==> src/rtl/health_tracker.sv <==
// health_tracker: per-round fighter health, hit invulnerability, KO detection and round sequencing
module health_tracker #(
   parameter int FULL_HEALTH    = 31,
   parameter int INVULN_CYCLES  = 25_000_000,
   parameter int KO_HOLD_CYCLES = 200_000_000
) (
   input  logic       clk,
   input  logic       rst_n,
   input  logic       round_start,
   input  logic       hit_l_valid,
   input  logic [4:0] hit_l_dmg,
   input  logic       hit_r_valid,
   input  logic [4:0] hit_r_dmg,
   output logic [4:0] curr_health_l,
   output logic [4:0] curr_health_r,
   output logic       invuln_l,
   output logic       invuln_r,
   output logic       hit_ack_l,
   output logic       hit_ack_r,
   output logic       round_over,
   output logic [1:0] winner
);
   localparam int MAX_T = INVULN_CYCLES > KO_HOLD_CYCLES ? INVULN_CYCLES : KO_HOLD_CYCLES;
   localparam int TW = $clog2(MAX_T + 1);
   localparam logic [4:0] FULL = 5'(FULL_HEALTH);
   localparam logic [TW-1:0] INV_LOAD = TW'(INVULN_CYCLES);
   localparam logic [TW-1:0] KO_LOAD = TW'(KO_HOLD_CYCLES - 1);
   localparam logic [TW-1:0] ONE = TW'(1);

   typedef enum logic [1:0] {IDLE, FIGHT, KO} state_t;

   state_t state, state_n;
   logic [TW-1:0] inv_l_cnt, inv_r_cnt, ko_cnt, inv_l_n, inv_r_n, ko_n;
   logic [4:0] health_l_n, health_r_n, hit_l_hp, hit_r_hp;
   logic [5:0] diff_l, diff_r;
   logic ack_l_n, ack_r_n, take_l, take_r;
   logic [1:0] winner_n;

   // The window is live while its countdown is nonzero; the count is cleared on KO entry so KO forces it low.
   assign invuln_l = inv_l_cnt != '0;
   assign invuln_r = inv_r_cnt != '0;
   assign round_over = state == KO;

   // Subtraction is one bit wider than health so an underflow shows up as a set sign bit and saturates to 0.
   assign diff_l = {1'b0, curr_health_l} - {1'b0, hit_l_dmg};
   assign diff_r = {1'b0, curr_health_r} - {1'b0, hit_r_dmg};
   assign hit_l_hp = diff_l[5] ? 5'd0 : diff_l[4:0];
   assign hit_r_hp = diff_r[5] ? 5'd0 : diff_r[4:0];
   assign take_l = state == FIGHT && hit_l_valid && !invuln_l && hit_l_dmg != 5'd0;
   assign take_r = state == FIGHT && hit_r_valid && !invuln_r && hit_r_dmg != 5'd0;

   // Next-state and next-datapath values; round_start outranks any hit arriving in the same cycle.
   always_comb begin
      state_n = state;
      health_l_n = curr_health_l;
      health_r_n = curr_health_r;
      inv_l_n = invuln_l ? inv_l_cnt - ONE : '0;
      inv_r_n = invuln_r ? inv_r_cnt - ONE : '0;
      ko_n = ko_cnt;
      ack_l_n = 1'b0;
      ack_r_n = 1'b0;
      winner_n = winner;
      case (state)
         IDLE: begin
            if (round_start) begin
               state_n = FIGHT;
               health_l_n = FULL;
               health_r_n = FULL;
               inv_l_n = '0;
               inv_r_n = '0;
            end
         end
         FIGHT: begin
            if (round_start) begin
               health_l_n = FULL;
               health_r_n = FULL;
               inv_l_n = '0;
               inv_r_n = '0;
            end else begin
               if (take_l) begin
                  health_l_n = hit_l_hp;
                  ack_l_n = 1'b1;
                  inv_l_n = INV_LOAD;
               end
               if (take_r) begin
                  health_r_n = hit_r_hp;
                  ack_r_n = 1'b1;
                  inv_r_n = INV_LOAD;
               end
               if (health_l_n == 5'd0 || health_r_n == 5'd0) begin
                  state_n = KO;
                  inv_l_n = '0;
                  inv_r_n = '0;
                  ko_n = KO_LOAD;
                  winner_n = {health_l_n == 5'd0, health_r_n == 5'd0};
               end
            end
         end
         KO: begin
            if (ko_cnt == '0) begin
               state_n = IDLE;
               winner_n = 2'b00;
            end else begin
               ko_n = ko_cnt - ONE;
            end
         end
         default: state_n = IDLE;
      endcase
   end

   // Register the FSM and datapath; reset reloads full health and clears every flag and timer.
   always_ff @(posedge clk) begin
      if (!rst_n) begin
         state <= IDLE;
         curr_health_l <= FULL;
         curr_health_r <= FULL;
         inv_l_cnt <= '0;
         inv_r_cnt <= '0;
         ko_cnt <= '0;
         hit_ack_l <= 1'b0;
         hit_ack_r <= 1'b0;
         winner <= 2'b00;
      end else begin
         state <= state_n;
         curr_health_l <= health_l_n;
         curr_health_r <= health_r_n;
         inv_l_cnt <= inv_l_n;
         inv_r_cnt <= inv_r_n;
         ko_cnt <= ko_n;
         hit_ack_l <= ack_l_n;
         hit_ack_r <= ack_r_n;
         winner <= winner_n;
      end
   end
endmodule

==> config.mk <==
export PLATFORM = sky130hd
export DESIGN_NAME = health_tracker
export DESIGN_NICKNAME = d
export VERILOG_FILES = /design/src/rtl/health_tracker.sv
export SDC_FILE = /design/constraint.sdc
export NUM_CORES = 1
export LEC_CHECK = 0
export ABC_AREA = 1
export BUFFER_PORTS_ARGS = -buffer_cell sky130_fd_sc_hd__buf_4
export CORE_ASPECT_RATIO = 0.9
export CORE_MARGIN = 2
export CORE_UTILIZATION = 55
export DETAILED_ROUTE_END_ITERATION = 6
export PLACE_DENSITY = 0.73
export SETUP_SLACK_MARGIN = 0.4
export SKIP_LAST_GASP = 1
export SYNTH_ARGS = -nofsm -noshare
export SYNTH_HDL_FRONTEND = slang
export SYNTH_SLANG_ARGS = --single-unit
==> constraint.sdc <==
create_clock -name clk -period 6.8 [get_ports clk]
set_input_delay 2.04 -clock clk [delete_from_list [all_inputs] [get_ports clk]]
set_output_delay 2.04 -clock clk [all_outputs]
set_load 0.02 [all_outputs]
Word-level counts from Yosys, hierarchy flattened
Index checks and enable logic that the tools add are counted.
- output and inout bits: 17
- input port bits: 15
- bits in registers: 100
- word-level logic and storage cells: 86
- bitwise operators: 2
- reduce and logical (&&, ||, !) cells: 24
- equality and inequality tests: 7
- add/sub/neg operators: 5
- mux-type cells: 39
- operators with widths (cell ; number):
    2-to-1 mux 28 bit ; 13
    case mux 28 bit (2 select lines) ; 3
    subtractor 28 x 1 -> 28 bit (second input constant) ; 3
    nonzero test 28 bit ; 2
    2-to-1 mux 5 bit ; 11
    logical NOT 28 bit ; 1
    case mux 5 bit (2 select lines) ; 2
    2-to-1 mux 2 bit ; 6
    AND reduction 4 bit ; 3
    subtractor 5 x 5 -> 6 bit ; 2
    logical NOT 5 bit ; 2
    nonzero test 5 bit ; 2
    logical AND 1 bit ; 6
    inequality test 2 bit (second input constant) ; 3
    case mux 2 bit (3 select lines) ; 1
    inequality test 2 x 1 -> 1 bit (second input constant) ; 2
    case mux 2 bit (2 select lines) ; 1
    nonzero test 2 bit ; 2
    OR reduction 3 bit ; 1
    == test 2 x 1 -> 1 bit (second input constant) ; 1
    == test 2 bit (second input constant) ; 1
    logical NOT 1 bit ; 2
    logical NOT 2 bit ; 1
    2-to-1 mux 1 bit ; 2
    other kinds (3) ; 4

Longest topological paths before layout
Gate-level depths: netlist of the first run.
- word-level depth: 12
- mapped depth: 19
- mapped depth without buffers: 18

Least setup slack after synthesis of the first run
No wires, ideal clock.
- path type: input -> register
- start: input hit_l_dmg[0]
- end: register ko_cnt[11]
- path buffers: 2
- setup slack: 2.795 ns
- arrival time: 3.882 ns
- cell stages on the path: 15
- path through: ha_1 -> fa_1 -> nand3b_1 -> nand2_1 -> nand2_1 -> nand2_1 -> nor2_1 -> a21oi_1 -> nand3_2 -> nand3_4 -> nand2_2 -> buf_6 -> buf_8 -> nand2_1 -> a21oi_1
- word-level cells in the longest chain between the ends: 9
- elaborated cells on any way between the ends: 11
- classes of those cells: 1 x add/sub; 1 x eq/ne; 4 x mux; 5 x reduce/logical
- RTL lines (item ; line ; source):
    start: declaration ; 11 ; input logic [4:0] hit_l_dmg,
    subtractor 5 x 5 -> 6 bit / nonzero test 5 bit (equally long branches) ; 45, 49 ;
    2-to-1 mux 5 bit / logical AND 1 bit (equally long branches) ; 47, 49 ;
    2-to-1 mux 5 bit (*) ; 80 ; if (take_l) begin
    2-to-1 mux 5 bit (*) ; 74 ; if (round_start) begin
    2-to-1 mux 5 bit (*) ; 63 ; case (state)
    logical NOT 5 bit (*) ; 90 ; if (health_l_n == 5'd0 || health_r_n == 5'd0) begin
    logical OR 1 bit (*) ; 90 ;
    inequality test 2 x 1 -> 1 bit (no line) (*) ; n/a ;
    AND reduction 4 bit (no line) (*) ; n/a ;
    end signal: assignment ; 129 ; ko_cnt <= ko_n;
    end: declaration ; 33 ; logic [TW-1:0] inv_l_cnt, inv_r_cnt, ko_cnt, inv_l_n, inv_r_n, ko_n;
Every way passes the cells marked *; elsewhere a longest branch is shown, timed or not. The select of a mux whose other input is x is not followed.
A chain may end at the register's enable or synchronous reset.

Worst setup path in the final report of the first run
- start: input hit_l_dmg[0]
- end: register ko_cnt[15]
Same word-level chain as after synthesis.

==> qor.txt, run 1 <==
fillers - 925
Peak VDD IR - 0.213 mV
Starting DRT DRC Count - 360
Ports - 32
Layout Utilization - 62.9%
hold crit path type - register to register
Startpoint Class - input pin
number of flops mapped to enable cells by yosys - 0
post-synthesis register bit count - 100
status - finished clean
setup bufs post-CTS - 0
hold-fix buffer count after cts - 0
HPWL after DPL - 9240 um
Area after DPL - 6230 um^2
Avg Vias per Cell - 5.20
Power, Total - 2.90 mW
Synthesized Nets - 921
CP arrival - 4.55 ns
max_slew headroom - 43.5%
# setup viols final - 0
area of the multi-input gates - 3450 um^2
mux contribution to synthesized area - 0%
largest net degree at the start of global routing - 40
total grt overflow - 0
Vert. Die Dim - 103 um
Achievable Freq - 232 MHz
TritonCTS clock tree - yes
die width - 114 um
full die area - 11700 um^2
Worst Tran Pin Value - 0.848 ns
pwr/cell area - 445 nW/um^2
worst setup path category - input pin to register
cts repair resizes - 0
FP Rows - 35
Synth Cell Area - 5940 um^2
worst clock skew - 0.00744 ns
Final Hold Fails - 0
setup TNS - 0 ns
cells after synthesis - 891
crit-path max FO - 29
initial antenna violation count - 0
Leakage Power - 3.20 nW
post-route ant nets - 0
total number of vias - 5458
Core ar. - 10400 um^2
register area - 2000 um^2
Max Slew Vio Count - 0
adder-cell share of the synthesized area - 3.41%
Critical Path RT - 7.04 ns
Place WS - 2.16 ns
Final Critical Period - 4.31 ns
DR WL/cell - 12.1 um
Pre-Repair DR Iteration Count - 5
GRT Total Usage - 22.9%
# nets final - 947
Port Buffers - 31
Placed Instances - 1035
CTS root buf - clkbuf_16
worst hold slack - 0.411 ns
maximum clock path buffer count - 2
yosys warns - 0
clock-pin slew on the worst setup and hold paths - 0.07 ns
RSZ-0062 raised after global routing - false
P&R area growth vs syn - 9.81%
async set or reset register ratio after synthesis - 0%
Total Wirelength - 12700 um
Post-Layout Cell Count - 1050
xor and xnor area share after synthesis - 7.22%
Post-Synth Simple-Gate Area - 41.1%
Initial Util - 57.3%
Final GP Congestion - 0.847
fin crit share - 63.4%
drc violations - 0
worst-skew pair later-pin latency - 0.35 ns
Antenna Cells - 0
first-pass GRT wire length - 22000 um
clk sinks - 100
layout cells sized above 1 - 11.2%
CP Capture Type - register
post-route cell area - 6530 um^2
Worst Slack Setup Final - 2.49 ns
Max-Cap Viols - 0
Synth Flop Type - dfxtp_1
compound-gate portion of the synthesized area - 6.29%
vias in the first global route - 4986
main combinational cell family by area after synthesis - simple AND/OR/NAND/NOR gates
CTS Buf Count - 9
mean area per synthesized cell - 6.67 um^2
H-tree levels - 3
Distinct cells, synth - 44
post-synthesis sequential area ratio - 33.7%
## worst max-delay path, stage by stage
cell and delay (ns):
buf_4 0.12, ha_1 0.23, fa_1 0.41, nand3b_1 0.18, nand2_1 0.09, nor2_1 0.04
nor2_1 0.10, nand2_1 0.05, nor2_1 0.08, a21oi_1 0.08, nand3_2 0.15, nand3_4 0.17
nand2_2 0.53, nand2_1 0.13, nand2_1 0.09, nor2_1 0.04
## cells in the final DEF (no fill, tap or decap), types with 5 or more instances in the layout
| cell | count |
|---|---|
| inv_1 | 96 |
| ha_1 | 13 |
| clkbuf_16 | 9 |
| xnor2_1 | 15 |
| nand4_1 | 15 |
| a21oi_1 | 31 |
| nor2_2 | 18 |
| o21ai_0 | 19 |
| nor2_4 | 5 |
| nor4_1 | 5 |
| buf_4 | 32 |
| xor2_1 | 34 |
| nand3_1 | 54 |
| nand2_1 | 175 |
| dfxtp_1 | 100 |
| nor2_1 | 214 |
| nor3_1 | 15 |
| nand3b_1 | 5 |
| nand2_2 | 13 |
| o22ai_1 | 8 |
## synthesized netlist by cell type, types with 2 or more instances
cell type | n | share of area (%)
a21oi_1 | 31 | 2.6
a21oi_2 | 4 | 0.59
and2_1 | 2 | 0.21
buf_2 | 4 | 0.34
buf_4 | 2 | 0.25
buf_6 | 3 | 0.57
clkbuf_1 | 7 | 0.44
clkinv_1 | 2 | 0.13
dfxtp_1 | 100 | 34
fa_1 | 2 | 0.67
ha_1 | 13 | 2.7
inv_1 | 96 | 6.1
inv_2 | 4 | 0.25
nand2_1 | 175 | 11
nand2_2 | 13 | 1.4
nand2_4 | 4 | 0.76
nand3_1 | 54 | 4.5
nand3_2 | 2 | 0.34
nand3b_1 | 5 | 0.63
nand4_1 | 15 | 1.6
nor2_1 | 214 | 14
nor2_2 | 18 | 1.9
nor2_4 | 5 | 0.95
nor2_8 | 2 | 0.67
nor3_1 | 15 | 1.3
nor3b_1 | 3 | 0.38
nor4_1 | 5 | 0.53
o21ai_0 | 19 | 1.6
o21ai_1 | 3 | 0.25
o22ai_1 | 8 | 0.84
xnor2_1 | 15 | 2.2
xor2_1 | 34 | 5.0
## cell families (layout without fill, tap and decap cells)
logic type,count (synthesis),after routing
compound gates,68,68
xor+xnor,49,49
fa+ha+maj,15,15
buf+inv,119,149
flops,100,100
simple gates,540,540
## layout make-up
class,instances,share of cell area (%)
multi-input combinational,672,52.8
sequential,100,30.7
inverter,102,5.87
timing repair buffer,32,3.68
clock buffer,9,3.45
tap,129,2.47
clock inverter,6,1.02
## registers in the layout, indices dropped and copies added, names as in the netlist
name and flops:
inv_r_cnt 28, hit_ack_l 1, ko_cnt 28, curr_health_l 5, curr_health_r 5, inv_l_cnt 28
winner 2, hit_ack_r 1, state 2
## final timing paths
| path | from | to | slack, ns | depth (start not counted) |
|---|---|---|---|---|
| setup / recovery | hit_l_dmg[0] | ko_cnt[15] | 2.49 | 16 |
| hold / removal | inv_l_cnt[0] | inv_l_cnt[0] | 0.41 | 1 |
| setup reg to reg | ko_cnt[0] | ko_cnt[15] | 3.50 | 15 |
| hold reg to reg | inv_l_cnt[0] | inv_l_cnt[0] | 0.41 | 1 |
## where the power goes
group | internal, mW | leakage, nW | switching, mW
clock | 0.283 | 0.134 | 0.223
sequential | 0.703 | 0.815 | 0.0979
combinational | 0.593 | 2.25 | 1.00
## routing by layer
metal / part of all wire, % / global-route usage (%) / vias up
met2: 47 / 40.0 / 93
met5: 0 / 0 / -
met3: 3.8 / 5.41 / 14
met1: 48 / 29.2 / 2493
li1: - / - / 2858
met4: 0.96 / 4.97 / 0
Note: power is estimated with default switching activity, not from simulation.
==> run 2: changes to the inputs <==
- PLACE_DENSITY: 0.73 -> 0.76
- clock period: 6.8 -> 3.58 ns (I/O delays scaled with it)
==> run 2 against run 1 <==
Against the previous run:
- non-clock buffer count up 8
- clock power up 96%
- critical endpoint is now inv_r_cnt[24]
- setup slack got worse by 1.9 ns
- hold slack better by 0.0030 ns
- largest cell class unchanged
- clock skew about the same
- utilization is 0.86 points higher
- die area unchanged
- via count shrank 2.1%
- design area rose by 1.4%
- combinational power is 89% higher
- wire length shrank 3.2%
==> qor.txt, run 2 (synthesized netlist as in run 1, its figures left out) <==
Pre-Repair DR Iteration Count - 5 (unchanged)
metal3 WL - 409 um (-16%)
Achievable Freq - 333 MHz
Max-Cap Viols - 0 (unchanged)
maximum clock path buffer count - 2 (unchanged)
GRT Total Usage - 22.4% (-0.50 points)
post-route ant nets - 0 (unchanged)
Worst Tran Pin Value - 0.463 ns (-0.385 ns)
worst clock skew - 0.00784 ns (+0.000391 ns)
Area after DPL - 6310 um^2 (+1.2%)
most frequent cells in the layout - nor2_1, nand2_1, dfxtp_1
setup bufs post-CTS - 0 (unchanged)
Post-Layout Cell Count - 1059 (+0.86%)
slowest CP cell - fa_1
Avg Vias per Cell - 5.05 (-2.9%)
vias in the first global route - 4829 (-3.1%)
Port Buffers - 31 (unchanged)
FP Rows - 35 (unchanged)
H-tree levels - 3 (unchanged)
WL met2 - 5310 um (-12%)
drc violations - 0 (unchanged)
critical path depth in cells - 15 (-1)
crit-path max FO - 18 (-38%)
Total Wirelength - 12300 um (-3.2%)
CTS root buf - clkbuf_16
initial antenna violation count - 0 (unchanged)
clock-pin slew on the worst setup and hold paths - 0.07 ns (about the same)
worst-skew pair later-pin latency - 0.35 ns (about the same)
Antenna Cells - 0 (unchanged)
Starting DRT DRC Count - 276 (-23%)
clk sinks - 100 (unchanged)
reg-to-reg setup timing slack - 0.96 ns (-2.54 ns)
DR top layer - met4
Initial Util - 57.3% (unchanged)
largest net degree at the start of global routing - 40 (unchanged)
worst setup path category - input pin to register
status - finished clean
total grt overflow - 0 (unchanged)
CP most frequent cell - nand2_1
layout cells sized above 1 - 12.2% (+0.97 points)
hold-fix buffer count after cts - 0 (unchanged)
Peak VDD IR - 0.370 mV (+73%)
die width - 114 um (unchanged)
max_slew headroom - 69.1% (+26 points)
Vert. Die Dim - 103 um (unchanged)
Met1 Wirelength - 6490 um (+6.9%)
TritonCTS clock tree - yes
commonest non-fill, non-tap cell in the layout - nor2_1
Max Slew Vio Count - 0 (unchanged)
CTS Buf Count - 9 (unchanged)
Final Hold Fails - 0 (unchanged)
first-pass GRT wire length - 21500 um (-2.1%)
full die area - 11700 um^2 (unchanged)
CP top delay family - simple AND/OR/NAND/NOR gates
# nets final - 955 (+0.84%)
RSZ-0062 raised after global routing - false
Placed Instances - 1043 (+0.77%)
R2R depth - 15 (unchanged)
Final Critical Period - 3.00 ns
CP arrival - 3.24 ns (-1.31 ns)
P&R area growth vs syn - 11.3%
Startpoint Class - input pin
fin crit share - 83.9%
total number of vias - 5346 (-2.1%)
DR WL/cell - 11.6 um (-4.0%)
Worst Hold Depth - 1 (unchanged)
Ports - 32 (unchanged)
HPWL after DPL - 8800 um (-4.8%)
largest incremental delay on the critical path - 0.40 ns (-0.13 ns)
# setup viols final - 0 (unchanged)
Power, Total - 5.53 mW (+91%)
hold crit path type - register to register
pwr/cell area - 836 nW/um^2 (+88%)
Place WS - 0.202 ns (-1.96 ns)
Leakage Power - 3.24 nW (+1.3%)
post-route cell area - 6620 um^2 (+1.4%)
Critical Path RT - 3.82 ns (-3.22 ns)
CP Capture Type - register
Largest regs - inv_l_cnt (28), inv_r_cnt (28), ko_cnt (28)
setup TNS - 0 ns (unchanged)
Final GP Congestion - 0.907 (+7.1%)
Buf+Inv Stages, Crit Path - 2 (+1)
CP Cell Sequence - buf_4 -> ha_1 -> fa_1 -> nand3b_1 -> nand2_1 -> nand2_1 -> nand2_1 -> nor2_1 -> a21oi_1 -> nand3_2 -> nand4_4 -> nand2_2 -> nand2_2 -> buf_12 -> nor2_1
Core ar. - 10400 um^2 (unchanged)
Worst Slack Setup Final - 0.575 ns (-1.92 ns)
-- run 2: cell count changes in the layout (fill, tap and decap cells not counted), sizes merged --
cell / before / now
inv: 100 / 101
clkinvlp: 3 / 5
buf: 32 / 40
clkinv: 4 / 2
-- run 2: layout make-up --
cell class	instances	area [um^2]
fillers	966	3760
multi-input cells	672	3450
flip-flops and latches	100	2000
inverters	102	383
repair buffers	40	317
clock buffers	9	225
well taps	129	161
clock inverters	7	76.3
-- run 2: final timing paths --
check                                       from       endpoint
worst max-delay path                hit_l_dmg[0]  inv_r_cnt[24]
worst min-delay path                inv_l_cnt[0]   inv_l_cnt[0]
worst max register to register  curr_health_l[0]  inv_r_cnt[24]
worst min register to register      inv_l_cnt[0]   inv_l_cnt[0]
-- run 2: timing repair --
action / 4_1_cts / 5_1_grt
endpoints found under the hold margin: 0 / 0
setup endpoints to repair: 0 / 46
gates resized for setup: 0 / 2
-- run 2: metrics by stage --
stage	util [%]	hold slack [ns]
floorplan	-	0.393
global route	63.7	0.435
global placement	60.8	0.401
detailed placement	60.8	0.407
CTS	63.7	0.416
finish	63.7	0.414
-- run 2: per-layer routing --
metal | up-vias | GRT usage [%]
li1 | 2877 | -
met1 | 2391 | 30.6
met2 | 65 | 36.9
met3 | 13 | 5.23
met4 | 0 | 4.32
met5 | - | 0
-- run 2: power by group --
| group | internal [mW] | leakage [nW] | switching (mW) |
|---|---|---|---|
| sequential | 1.33 | 0.815 | 0.186 |
| clock | 0.544 | 0.130 | 0.450 |
| combinational | 1.14 | 2.29 | 1.88 |
| total | 3.02 | 3.24 | 2.51 |
